==> src/rtl/logic_unit_pipe_if.sv <==
// Operand/result handshake bundle for logic_unit_pipe; out_flags exists only with LOGIC_FLAGS_EN.
// slave = the unit itself, master = issue logic / writeback consumer side.
interface logic_unit_pipe_if #(
    parameter int WIDTH = 8
);
    logic             in_valid;
    logic             in_ready;
    logic [2:0]       in_op;
    logic [WIDTH-1:0] in_a;
    logic [WIDTH-1:0] in_b;
    logic             out_valid;
    logic             out_ready;
    logic [WIDTH-1:0] out_data;
`ifdef LOGIC_FLAGS_EN
    logic [2:0]       out_flags;
`endif

    modport slave (
        input  in_valid, in_op, in_a, in_b, out_ready,
`ifdef LOGIC_FLAGS_EN
        output out_flags,
`endif
        output in_ready, out_valid, out_data
    );

    modport master (
        output in_valid, in_op, in_a, in_b, out_ready,
`ifdef LOGIC_FLAGS_EN
        input  out_flags,
`endif
        input  in_ready, out_valid, out_data
    );
endinterface

==> src/rtl/logic_unit_pipe.sv <==
// WIDTH-bit 8-function logic unit, 2 register stages; LOGIC_FLAGS_EN adds {parity,sign,zero}.
// Latency: beat handshaken in cycle c is presented on out_data in cycle c+2; 1 beat/cycle.
// Backpressure: out_ready low holds S2 stable; S1 fills, then in_ready drops; nothing dropped.
module logic_unit_pipe #(
    parameter int WIDTH = 8
) (
    input  logic               clk,
    input  logic               rst_n,
    logic_unit_pipe_if.slave   bus
);
    typedef enum logic [2:0] {
        OP_OR   = 3'd0,
        OP_AND  = 3'd1,
        OP_XOR  = 3'd2,
        OP_NEG  = 3'd3,
        OP_NOR  = 3'd4,
        OP_NAND = 3'd5,
        OP_XNOR = 3'd6,
        OP_NOT  = 3'd7
    } op_e;

    logic             s1_vld_q, s1_vld_d;
    op_e              s1_op_q,  s1_op_d;
    logic [WIDTH-1:0] s1_a_q,   s1_a_d;
    logic [WIDTH-1:0] s1_b_q,   s1_b_d;
    logic             s2_vld_q, s2_vld_d;
    logic [WIDTH-1:0] s2_dat_q, s2_dat_d;
    logic [WIDTH-1:0] res;
    logic             s2_adv, s1_adv, in_xfer;

    always_comb begin
        res = '0;
        unique case (s1_op_q)
            OP_OR:   res = s1_a_q | s1_b_q;
            OP_AND:  res = s1_a_q & s1_b_q;
            OP_XOR:  res = s1_a_q ^ s1_b_q;
            OP_NEG:  res = (~s1_a_q) + {{(WIDTH-1){1'b0}}, 1'b1};
            OP_NOR:  res = ~(s1_a_q | s1_b_q);
            OP_NAND: res = ~(s1_a_q & s1_b_q);
            OP_XNOR: res = ~(s1_a_q ^ s1_b_q);
            OP_NOT:  res = ~s1_a_q;
            default: res = '0;
        endcase
    end

    // S2 frees itself when drained this cycle, which lets S1 (and the input) move in the same edge.
    always_comb begin
        s2_adv   = !s2_vld_q || bus.out_ready;
        s1_adv   = !s1_vld_q || s2_adv;
        in_xfer  = bus.in_valid && s1_adv;

        s1_vld_d = s1_vld_q;
        s1_op_d  = s1_op_q;
        s1_a_d   = s1_a_q;
        s1_b_d   = s1_b_q;
        if (s1_adv) s1_vld_d = bus.in_valid;
        if (in_xfer) begin
            s1_op_d = op_e'(bus.in_op);
            s1_a_d  = bus.in_a;
            s1_b_d  = bus.in_b;
        end

        s2_vld_d = s2_vld_q;
        s2_dat_d = s2_dat_q;
        if (s2_adv) begin
            s2_vld_d = s1_vld_q;
            if (s1_vld_q) s2_dat_d = res;
        end
    end

    always_ff @(posedge clk or negedge rst_n) begin
        if (!rst_n) begin
            s1_vld_q <= 1'b0;
            s1_op_q  <= OP_OR;
            s1_a_q   <= '0;
            s1_b_q   <= '0;
            s2_vld_q <= 1'b0;
            s2_dat_q <= '0;
        end else begin
            s1_vld_q <= s1_vld_d;
            s1_op_q  <= s1_op_d;
            s1_a_q   <= s1_a_d;
            s1_b_q   <= s1_b_d;
            s2_vld_q <= s2_vld_d;
            s2_dat_q <= s2_dat_d;
        end
    end

`ifdef LOGIC_FLAGS_EN
    logic [2:0] s2_flg_q, s2_flg_d;

    always_comb begin
        s2_flg_d = s2_flg_q;
        if (s2_adv && s1_vld_q) s2_flg_d = {^res, res[WIDTH-1], (res == '0)};
    end

    always_ff @(posedge clk or negedge rst_n) begin
        if (!rst_n) s2_flg_q <= '0;
        else        s2_flg_q <= s2_flg_d;
    end

    assign bus.out_flags = s2_flg_q;
`endif

    assign bus.in_ready  = s1_adv;
    assign bus.out_valid = s2_vld_q;
    assign bus.out_data  = s2_dat_q;
endmodule

==> src/flat_wrapper.sv <==
// flat-port wrapper written by rule: the top's interface ports become plain ports
module logic_unit_pipe_flat 
#(
    parameter int WIDTH = 8
)
  (clk, rst_n, bus_in_valid, bus_in_op, bus_in_a, bus_in_b, bus_out_ready, bus_in_ready, bus_out_valid, bus_out_data);
  logic_unit_pipe_if #(.WIDTH(WIDTH)) bus_i ();
  input  logic clk;
  input  logic rst_n;
  input wire logic [$bits(bus_i.in_valid)-1:0] bus_in_valid;
  input wire logic [$bits(bus_i.in_op)-1:0] bus_in_op;
  input wire logic [$bits(bus_i.in_a)-1:0] bus_in_a;
  input wire logic [$bits(bus_i.in_b)-1:0] bus_in_b;
  input wire logic [$bits(bus_i.out_ready)-1:0] bus_out_ready;
  output wire logic [$bits(bus_i.in_ready)-1:0] bus_in_ready;
  output wire logic [$bits(bus_i.out_valid)-1:0] bus_out_valid;
  output wire logic [$bits(bus_i.out_data)-1:0] bus_out_data;
  assign bus_i.in_valid = bus_in_valid;
  assign bus_i.in_op = bus_in_op;
  assign bus_i.in_a = bus_in_a;
  assign bus_i.in_b = bus_in_b;
  assign bus_i.out_ready = bus_out_ready;
  assign bus_in_ready = bus_i.in_ready;
  assign bus_out_valid = bus_i.out_valid;
  assign bus_out_data = bus_i.out_data;
  logic_unit_pipe #(.WIDTH(WIDTH)) u_core (.clk(clk), .rst_n(rst_n), .bus(bus_i));
endmodule
==> config.mk <==
export PLATFORM = sky130hd
export DESIGN_NAME = logic_unit_pipe_flat
export DESIGN_NICKNAME = d
export VERILOG_FILES = /design/src/rtl/logic_unit_pipe_if.sv /design/src/rtl/logic_unit_pipe.sv /design/src/flat_wrapper.sv
export SDC_FILE = /design/constraint.sdc
export NUM_CORES = 1
export LEC_CHECK = 0
export ABC_AREA = 1
export CAP_MARGIN = 20
export CORE_UTILIZATION = 46
export CTS_BUF_LIST = sky130_fd_sc_hd__clkbuf_8
export DETAILED_ROUTE_END_ITERATION = 8
export DONT_BUFFER_PORTS = 1
export HOLD_SLACK_MARGIN = 0.03
export PLACE_DENSITY = 0.7
export REMOVE_ABC_BUFFERS = 1
export SLEW_MARGIN = 25
export SYNTH_ARGS = -nofsm -noshare
export SYNTH_HDL_FRONTEND = slang
export SYNTH_SLANG_ARGS = --single-unit
==> constraint.sdc <==
create_clock -name clk -period 1.77 [get_ports clk]
set_input_delay 0.2655 -clock clk [delete_from_list [all_inputs] [get_ports clk]]
set_output_delay 0.2655 -clock clk [all_outputs]
set_load 0.01 [all_outputs]
After elaboration in Yosys (flattened, before gate mapping)
Index checks and enable logic that the tools add are counted.
- $add $sub $neg: 1
- $mul: 0
- div/mod/pow operators: 0
- magnitude comparators: 0
- eq/ne operators: 7
- shifts and indexed selects: 0
- multiplexer cells: 1
- bitwise gates (word level): 7
- reductions and logical operators: 7
- operators by type and width (cell ; number):
    $pmux 8 s8 ; 1
    $not 8->8 ; 4
    $eq 3x3->1 const B ; 4
    $add 8x1->8 const B ; 1
    $and 8x8->8 ; 1
    $or 8x8->8 ; 1
    $xor 8x8->8 ; 1
    $eq 3x2->1 const B ; 2
    $eq 3x1->1 const B ; 1
    $logic_not 3->1 ; 1
    $logic_not 1->1 ; 2
    $logic_or 1x1->1 ; 2
    $reduce_and 2->1 ; 1
    $logic_and 1x1->1 ; 1
- bits in registers: 29
- latch bits: 0
- RAM bits: 0
- ROM bits: 0
- bits of input ports: 23
- output and inout port bits: 10
- word-level logic and storage cells: 29
- memories: 0

Longest topological paths before layout
Gate-level depths: netlist of the first run.
- word-level depth: 4
- mapped depth: 10
- mapped depth without buffers: 10

Worst setup path before layout of the first run
OpenSTA, ideal clock, no wires.
- path kind: flip-flop to flip-flop
- start point: register u_core.s1_a_q[0]
- end point: register u_core.s2_dat_q[2] (netlist: u_core.bus.out_data[2])
- library setup time: 0.116 ns
- arrival time: 1.235 ns
- data required time: 1.654 ns
- path slack: 0.419 ns
- cell stages (with the launch flop): 10
- buffers on the path: 0
- clock period less this slack: 1.351 ns
- path through: dfrtp_1 -> inv_1 -> ha_1 -> inv_1 -> nor2_1 -> nor2_1 -> a21oi_1 -> nand3b_1 -> nand2_1 -> nand2_1
- word-level cells in the longest chain between the ends: 3
- ends and longest elaborated chain (item ; RTL line ; RTL):
    start: declaration ; logic_unit_pipe.sv:24 ; logic [WIDTH-1:0] s1_a_q, s1_a_d;
    start signal: assignment ; logic_unit_pipe.sv:75 ; s1_a_q <= '0;
    start signal: assignment ; logic_unit_pipe.sv:82 ; s1_a_q <= s1_a_d;
    $not 8->8 ; logic_unit_pipe.sv:37 ; OP_NEG: res = (~s1_a_q) + {{(WIDTH-1){1'b0}}, 1'b1};
    $add 8x1->8 ; logic_unit_pipe.sv:37 ;
    $pmux 8 s8 ; logic_unit_pipe.sv:33 ; unique case (s1_op_q)
    end signal: assignment ; logic_unit_pipe.sv:85 ; s2_dat_q <= s2_dat_d;
    end: declaration ; logic_unit_pipe.sv:27 ; logic [WIDTH-1:0] s2_dat_q, s2_dat_d;
Every way passes these cells.
A chain may end at the register's enable or synchronous reset.

Worst setup path after layout of the first run
Same ends and word-level chain as after synthesis.

==> results_dict.tcl, run 1 <==
set metrics [dict create \
    status "completed" \
    dieArea_mm2 0.004754 \
    grt_use_total_pct 23.64 \
    cts-root-buf "clkbuf_8" \
    die_h_um 68.95 \
    max_freq_ghz 0.6354 \
    reg2reg_from "u_core.s1_a_q[0]" \
    worstPathRequired_ns 1.95 \
    antenna_found_initial 0 \
    core_mm2 0.004144 \
    final_hold_viol_count 0 \
    power_density_mw_per_mm2 1043 \
    drive_gt1_share_pct 7.921 \
    start_util_pct 49.76 \
    pre_cts_ws_ns 0.2351 \
    period_minus_slack_ns 1.574 \
    clkTransAtPathRegs_ns 0.06 \
    drcViolationCount 0 \
    grt_pass1_wl_um 8010 \
    crit_path_start_kind "register" \
    wirelength_um 4907 \
    antenna_cells 0 \
    end_kind "register" \
    row_count 23 \
    ctsHtreeMaxLevel 2 \
    max-vdd-ir-drop_mv 0.5724 \
    utilization_pct 54.56 \
    area_delta_synth_final_pct 9.648 \
    clock_path_buffers 2 \
    layout_commonest_cell "nand2_1" \
    yosys_warnings 0 \
    rsz0062_at_grt "no" \
    synth_area_per_cell_um2 6.966 \
    hpwlAfterDp_um 3606 \
    setup_violations 0 \
    viasPerCell 5.320 \
    die_w_um 68.95 \
    whs_ns 0.1397 \
    seq_area_um2 725.7 \
    slew_headroom_pct 74.32 \
    grt_max_degree 40 \
    multi_input_comb_area_mm2 0.001089 \
    hp-start "bus_in_b[2]" \
    slowest_delay_ns 0.40 \
    rrSetupSlack_ns 0.20 \
    n_fill_cell 433 \
    vias 1878 \
    ios 33 \
    syn_inst 296 \
    insertion_delay_ns 0.28 \
    first_pass_iters 4 \
    holdPathEnd "u_core.s1_b_q[2]" \
    critical_path_class "reg -> reg" \
    synth.distinct_cells 23 \
    cts-buffers-inserted 5 \
    grt_pass1_vias 1687 \
    cp_cell_sequence "inv_1 > ha_1 > inv_1 > nor2_1 > nor2_1 > a21oi_1 > nand3b_1 > nand2_1 > nand2_1" \
    worst_pin_slew_ns 0.3853 \
    r2r_cells 9 \
    nets 342 \
    tritoncts "yes" \
    fin_skew_ns 0.003670 \
    setup_tns_ns 0 \
    cts_sinks 29 \
    maxSlewViolCount 0 \
    worstPathArrival_ns 1.75 \
    rr_endpoint "u_core.bus.out_data[2]" \
    maxCapViolations 0 \
    p_leak_nw 1.218 \
    yosysSeqAreaShare_pct 35.19 \
    drt_iter0_markers 130 \
    period_share_pct 88.91 \
    cp_slowest_cell "dfrtp_1" \
    postCtsSetupRepairBufs 0 \
    most-common-layout-cells "58 x nand2_1, 49 x nor2_1, 47 x inv_1" \
    synth-seq-cells 29 \
    synth_area_mm2 0.002062 \
    worst_slack_ns 0.1963 \
    overflow 0 \
    critPathMaxFanout 6 \
    final_antenna_net_count 0 \
    port_buffers 0 \
    place.gp.congestion 1.048 \
    wl_per_cell_um 13.90 \
    hp-class "in -> reg" \
    hold-path-cell-count 2 \
]
==> per-stage QoR <==
step / instances / area (um^2) / total power, mW
2_1_floorplan: 286 / 2002 / 1.511
3_3_place_gp: 343 / 2130 / 1.737
3_5_place_dp: 343 / 2130 / 1.743
4_1_cts: 353 / 2261 / 2.384
5_1_grt: 353 / 2261 / 2.550
6_report: 353 / 2261 / 2.357
==> repair_timing <==
| item | 4_1_cts | 5_1_grt |
|---|---|---|
| endpoints found under the hold margin | 29 | 0 |
| resized for setup | 0 | 0 |
| hold buffers | 2 | 0 |
==> critical path, delay by kind of cell (launching register included) <==
family,cells,cell delay [ns]
DFF,1,0.40
adders and majority gates,1,0.23
AOI/OAI and AO/OA,1,0.13
and+or+nand+nor,5,0.50
buffers and inverters,2,0.21
==> metal layers <==
| metal | part of all wire (%) | vias up | global-route usage [%] |
|---|---|---|---|
| met1 | 46 | 845 | 31.89 |
| met3 | 7.9 | 7 | 5.099 |
| li1 | - | 953 | - |
| met4 | 1.5 | 0 | 11.22 |
| met5 | 0 | - | 0 |
| met2 | 44 | 73 | 35.56 |
==> worst max-delay path by stage <==
stage / start / end / depth (start not counted)
after floorplan: u_core.bus.out_valid / u_core.s1_a_q[0] / 3
after global placement: u_core.s1_a_q[0] / u_core.bus.out_data[2] / 9
after detailed placement: u_core.s1_a_q[0] / u_core.bus.out_data[2] / 9
after CTS: u_core.s1_a_q[0] / u_core.bus.out_data[2] / 9
after global routing: u_core.s1_a_q[0] / u_core.bus.out_data[2] / 9
final: u_core.s1_a_q[0] / u_core.bus.out_data[2] / 9
==> layout make-up <==
type | instances | area share (%)
Multi-Input combinational cell | 207 | 48.15
Sequential cell | 29 | 32.10
Inverter | 50 | 8.301
Clock buffer | 7 | 4.261
Timing Repair Buffer | 9 | 4.206
Tap cell | 50 | 2.767
Clock inverter | 1 | 0.2214
==> sequential cells by signal, indices dropped and copies added (netlist names) <==
signal                cells
u_core.s1_b_q             8
u_core.s1_op_q            3
u_core.bus.out_valid      1
u_core.s1_a_q             8
u_core.bus.out_data       8
u_core.s1_vld_q           1
==> synth_stat cells (all sizes together) <==
master	instances	area share (%)
nor2	50	9.5
clkbuf	1	0.18
a21oi	20	4.9
o22ai	4	1.2
ha	17	10
nand4	11	3.3
o21ai	23	5.6
nand2	59	11
buf	9	2.7
o21a	1	0.36
nand3	21	6.4
dfrtp	29	35
clkinv	1	0.18
inv	49	8.9
nand3b	1	0.36
==> power breakdown <==
group / switching, mW / internal [mW] / total [mW]
Clock: 0.252 / 0.351 / 0.602
Sequential: 0.165 / 0.818 / 0.983
Combinational: 0.495 / 0.277 / 0.772
Total: 0.912 / 1.45 / 2.36
==> cell families (layout without fill, tap and decap cells) <==
kind of cell / after synthesis / count (layout) / synth area share (%)
and+or+nand+nor: 142 / 142 / 30.46
buffers and inverters: 60 / 67 / 12.01
AOI/OAI and AO/OA: 48 / 48 / 12.01
DFF: 29 / 29 / 35.19
adders and majority gates: 17 / 17 / 10.32
No activity file was read; power rests on OpenSTA's default activity.
==> run 2, diff against run 1 <==
--- a/config.mk
+++ b/config.mk
@@ -7,14 +7,17 @@
 export LEC_CHECK = 0
 export ABC_AREA = 1
 export CAP_MARGIN = 20
+export CORE_MARGIN = 4
 export CORE_UTILIZATION = 46
 export CTS_BUF_LIST = sky130_fd_sc_hd__clkbuf_8
 export DETAILED_ROUTE_END_ITERATION = 8
 export DONT_BUFFER_PORTS = 1
 export HOLD_SLACK_MARGIN = 0.03
+export MAX_ROUTING_LAYER = met4
 export PLACE_DENSITY = 0.7
 export REMOVE_ABC_BUFFERS = 1
 export SLEW_MARGIN = 25
 export SYNTH_ARGS = -nofsm -noshare
 export SYNTH_HDL_FRONTEND = slang
 export SYNTH_SLANG_ARGS = --single-unit
+export TNS_END_PERCENT = 5
==> run 2 against run 1 <==
  * Final area down 0.83%
  * Total power fell by 4.5%
  * Largest power group unchanged
  * Critical path depth did not move
  * Register-to-register slack barely moved
==> results_dict.tcl, run 2 (same netlist as run 1, synthesis figures left out) <==
set metrics [dict create \
    die_w_um 74.95 \
    place.gp.congestion 0.9515 \
    dp_cells 345 \
    nets 342 \
    wirelength_um 4790 \
    grt_max_degree 40 \
    utilization_pct 51.49 \
    fin_skew_ns 0.002982 \
    die_h_um 74.95 \
    max-vdd-ir-drop_mv 0.5204 \
    crit_family "simple AND/OR/NAND/NOR gates" \
    drive_gt1_share_pct 6.931 \
    status "completed" \
    ios 33 \
    holdBufCountCts 2 \
    clock_path_buffers 2 \
    hpwlAfterDp_um 3600 \
    rsz0062_at_grt "no" \
    slew_headroom_pct 75.49 \
    clkTransAtPathRegs_ns 0.06 \
    overflow 0 \
    grt_use_total_pct 20.06 \
    crit_path_start_kind "register" \
    start_util_pct 47.36 \
    row_count 24 \
    postCtsSetupRepairBufs 0 \
    hold-path-cell-count 2 \
    critPathMaxFanout 6 \
    ctsHtreeMaxLevel 2 \
    drt_iter0_markers 149 \
    final_cell_area_mm2 0.002242 \
    port_buffers 0 \
    period_share_pct 88.53 \
    slowest_delay_ns 0.39 \
    tritoncts "yes" \
    critical_path_class "reg -> reg" \
    cp.depth 9 \
    cp_cell_sequence "inv_1 > ha_1 > inv_1 > nor2_1 > nor2_1 > a21oi_1 > nand3b_1 > nand2_1 > nand2_1" \
    cp_slowest_cell "dfrtp_1" \
    hp-class "in -> reg" \
    most-common-layout-cells "58 x nand2_1, 50 x inv_1, 49 x nor2_1" \
    final_hold_viol_count 0 \
    cp_num_buf_inv 2 \
    maxSlewViolCount 0 \
    maxCapViolations 0 \
    cts-buffers-inserted 5 \
    period_minus_slack_ns 1.567 \
    layout.cells.non_filler 355 \
    insertion_delay_ns 0.28 \
    worst_pin_slew_ns 0.3677 \
    vias 1878 \
    viasPerCell 5.290 \
    max_freq_ghz 0.6382 \
    power_density_mw_per_mm2 1004 \
    antenna_found_initial 0 \
    worstPathRequired_ns 1.95 \
    cts-root-buf "clkbuf_8" \
    wl_per_cell_um 13.49 \
    cts_resized 0 \
    core_mm2 0.004354 \
    worstPathArrival_ns 1.74 \
    dieArea_mm2 0.005618 \
    cts_sinks 29 \
    first_pass_iters 4 \
    n_fill_cell 450 \
    post_dp_cell_area_mm2 0.002132 \
    r2r_cells 9 \
    setup_tns_ns 0 \
    layout_commonest_cell "nand2_1" \
    end_kind "register" \
    drcViolationCount 0 \
    grt_pass1_wl_um 8369 \
    area_delta_synth_final_pct 8.738 \
    grt_pass1_vias 1778 \
    setup_violations 0 \
    p_leak_nw 1.215 \
    final_antenna_net_count 0 \
    antenna_cells 0 \
]
run 2: power by group:
group,switching (mW),total [mW],internal (mW)
clock network,0.243,0.504,0.261
registers,0.174,0.991,0.818
logic,0.478,0.754,0.277
total,0.895,2.25,1.36
run 2: final cells by class:
cell class / instances / area, um^2 / share of cell area (%)
multi-input combinational: 207 / 1089 / 48.55
clock buffer: 5 / 68.82 / 3.069
inverter: 50 / 187.7 / 8.371
sequential: 29 / 725.7 / 32.37
timing repair buffer: 9 / 95.09 / 4.241
clock inverter: 3 / 11.26 / 0.5022
tap: 52 / 65.06 / 2.902
run 2: path summary, 6_finish.rpt:
kind	startpoint	to	slack, ns
min reg2reg	u_core.bus.out_data[3]	u_core.bus.out_data[3]	0.54
max	u_core.s1_a_q[0]	u_core.bus.out_data[2]	0.20
min	bus_in_a[0]	u_core.s1_a_q[0]	0.14
max in group asynchronous	rst_n	u_core.s1_a_q[1]	1.19
min in group asynchronous	rst_n	u_core.s1_b_q[3]	0.42
max reg2reg	u_core.s1_a_q[0]	u_core.bus.out_data[2]	0.20
run 2: layer usage:
| layer | vias to the layer above | global-route usage (%) | wire length, um |
|---|---|---|---|
| met5 | - | - | 0 |
| met4 | 0 | 7.905 | 43 |
| met3 | 4 | 3.204 | 321 |
| met2 | 75 | 28.43 | 2081 |
| met1 | 844 | 28.40 | 2344 |
| li1 | 955 | - | - |
run 2: worst reg2reg max path: cells and delay by family (launching register included):
kind / cells / cell delay (ns)
AO/OA/AOI/OAI: 1 / 0.14
AND/OR/NAND/NOR: 5 / 0.50
adder cells (fa/ha/maj): 1 / 0.22
flip-flops: 1 / 0.39
buffers and inverters: 2 / 0.20
run 2: through the flow:
step	hold WS (ns)	setup WS [ns]	power, mW
after floorplan	-0.03009	0.2389	1.511
after global placement	-0.02923	0.3045	1.727
after detailed placement	-0.02920	0.2484	1.734
after CTS	0.1370	0.2436	2.275
after global routing	0.1448	0.1332	2.457
final	0.1414	0.2031	2.250
==> run 3, diff against run 2 <==
--- a/config.mk
+++ b/config.mk
@@ -14,7 +14,7 @@
 export DONT_BUFFER_PORTS = 1
 export HOLD_SLACK_MARGIN = 0.03
 export MAX_ROUTING_LAYER = met4
-export PLACE_DENSITY = 0.7
+export PLACE_DENSITY = 0.72
 export REMOVE_ABC_BUFFERS = 1
 export SLEW_MARGIN = 25
 export SYNTH_ARGS = -nofsm -noshare
==> constraint.sdc (replaced) <==
create_clock -name clk -period 1.3 [get_ports clk]
set_input_delay 0.195 -clock clk [delete_from_list [all_inputs] [get_ports clk]]
set_output_delay 0.195 -clock clk [all_outputs]
set_load 0.01 [all_outputs]
==> run 3 against run 2 <==
  * The flow now finishes with violations (negative setup slack)
  * Sequential power is 35% higher
  * Clock power rose by 63%
  * Total power up 57%
  * Global-route usage rose by 1.0 points
  * Count of clock-buffer cells in the layout rose by 2
  * Final cell count grew 8.7%
  * Final area increased by 17%
  * Sequential cell count is the same
  * Wire length is 9.5% higher
  * Sequential share of layout area decreased by 4.6 points
  * Critical path type unchanged
  * Largest power group is now combinational logic
==> results_dict.tcl, run 3 (same netlist as run 1, synthesis figures left out) <==
set metrics [dict create \
    place.gp.congestion 1.041 \
    worst_pin_slew_ns 0.3005 \
    drcViolationCount 0 \
    post_dp_cell_area_mm2 0.002357 \
    row_count 24 \
    worstPathArrival_ns 1.51 \
    clock_path_buffers 2 \
    ios 33 \
    power_density_mw_per_mm2 1347 \
    rsz0062_at_grt "yes" \
    antenna_cells 0 \
    fin_skew_ns 0.004393 \
    cts-root-buf "clkbuf_8" \
    hpwlAfterDp_um 3794 \
    clkTransAtPathRegs_ns 0.06 \
    die_h_um 74.95 \
    ctsHtreeMaxLevel 2 \
    insertion_delay_ns 0.28 \
    cts-buffers-inserted 5 \
    area_delta_synth_final_pct 27.37 \
    n_fill_cell 396 \
    most-common-layout-cells "57 x nand2_1, 43 x nor2_1, 39 x inv_1" \
    cts_sinks 29 \
    dieArea_mm2 0.005618 \
    grt_max_degree 40 \
    maxSlewViolCount 0 \
    slew_headroom_pct 79.94 \
    overflow 0 \
    period_share_pct 103.0 \
    setup_tns_ns -0.1550 \
    grt_pass1_wl_um 8894 \
    final_antenna_net_count 0 \
    status "finished with violations" \
    vias 1984 \
    critPathMaxFanout 8 \
    crit_path_start_kind "register" \
    nets 373 \
    die_w_um 74.95 \
    max-vdd-ir-drop_mv 0.7368 \
    violations "negative setup slack" \
    final_hold_viol_count 0 \
    p_leak_nw 1.379 \
    grt_use_total_pct 21.09 \
    setup_violations 7 \
    max_freq_ghz 0.7466 \
    period_minus_slack_ns 1.339 \
    viasPerCell 5.140 \
    maxCapViolations 0 \
    final_cell_area_mm2 0.002626 \
    multi_input_comb_area_mm2 0.001207 \
    critical_path_class "reg -> reg" \
    whs_ns 0.06898 \
    hp-class "in -> reg" \
    grt_pass1_vias 1930 \
    antenna_found_initial 0 \
    wl_per_cell_um 13.59 \
    utilization_pct 60.32 \
    wirelength_um 5247 \
    worstPathRequired_ns 1.47 \
    seq_area_um2 729.5 \
    drive_gt1_share_pct 24.55 \
    drt_iter0_markers 148 \
    first_pass_iters 4 \
    layout_commonest_cell "nand2_1" \
    core_mm2 0.004354 \
    start_util_pct 47.36 \
    port_buffers 0 \
    tritoncts "yes" \
    end_kind "register" \
    worst_slack_ns -0.03947 \
]
## run 3: repair_timing
item / CTS / global route
hold buffers: 2 / 0
endpoints found under the hold margin: 29 / 0
gates resized for setup: 14 / 27
buffers inserted: 0 / 1
pin swaps: 3 / 12
endpoints found under the setup margin: 8 / 8
## run 3: per-stage QoR
step	cells	power [mW]	setup slack (ns)
floorplan	286	2.057	-0.2311
global placement	375	2.529	-0.1018
detailed placement	375	2.554	-0.1163
CTS	385	3.462	-0.02940
global route	386	3.830	-0.1448
finish	386	3.537	-0.03947
## run 3: cell type report
class	count	share of cell area, %
Multi-Input combinational cell	207	45.97
Clock inverter	1	0.1906
Sequential cell	29	27.78
Clock buffer	7	3.668
Tap cell	52	2.477
Timing Repair Buffer	40	12.77
Inverter	50	7.146
## run 3: routing by layer
| metal | part of all wire, % | track usage, % |
|---|---|---|
| met5 | 0 | - |
| met2 | 45 | 31.53 |
| met3 | 6.0 | 4.406 |
| met4 | 1.2 | 7.708 |
| met1 | 47 | 28.10 |
## run 3: report_power, final
| part | internal (mW) | total (mW) | switching (mW) |
|---|---|---|---|
| logic | 0.587 | 1.37 | 0.786 |
| registers | 1.12 | 1.34 | 0.225 |
| clock network | 0.478 | 0.823 | 0.346 |
## run 3: critical path, cell delays in order (launching register included)
cell,delay [ns]
dfrtp_2,0.48
inv_2,0.12
nand3_4,0.15
nor2_1,0.05
nor2_1,0.09
nand2_1,0.06
nor2_1,0.09
nand2_1,0.06
nand2_1,0.08
nand2_1,0.05
## run 3: path summary, 6_finish.rpt
kind	start	to	slack (ns)	cells after the start
max	u_core.s1_op_q[1]	u_core.bus.out_data[7]	-0.04	9
min	bus_in_op[2]	u_core.s1_op_q[2]	0.07	2
max reg2reg	u_core.s1_op_q[1]	u_core.bus.out_data[7]	-0.04	9
min reg2reg	u_core.bus.out_data[3]	u_core.bus.out_data[3]	0.55	2
max in group asynchronous	rst_n	u_core.s1_a_q[2]	0.78	2
min in group asynchronous	rst_n	u_core.s1_a_q[3]	0.35	2
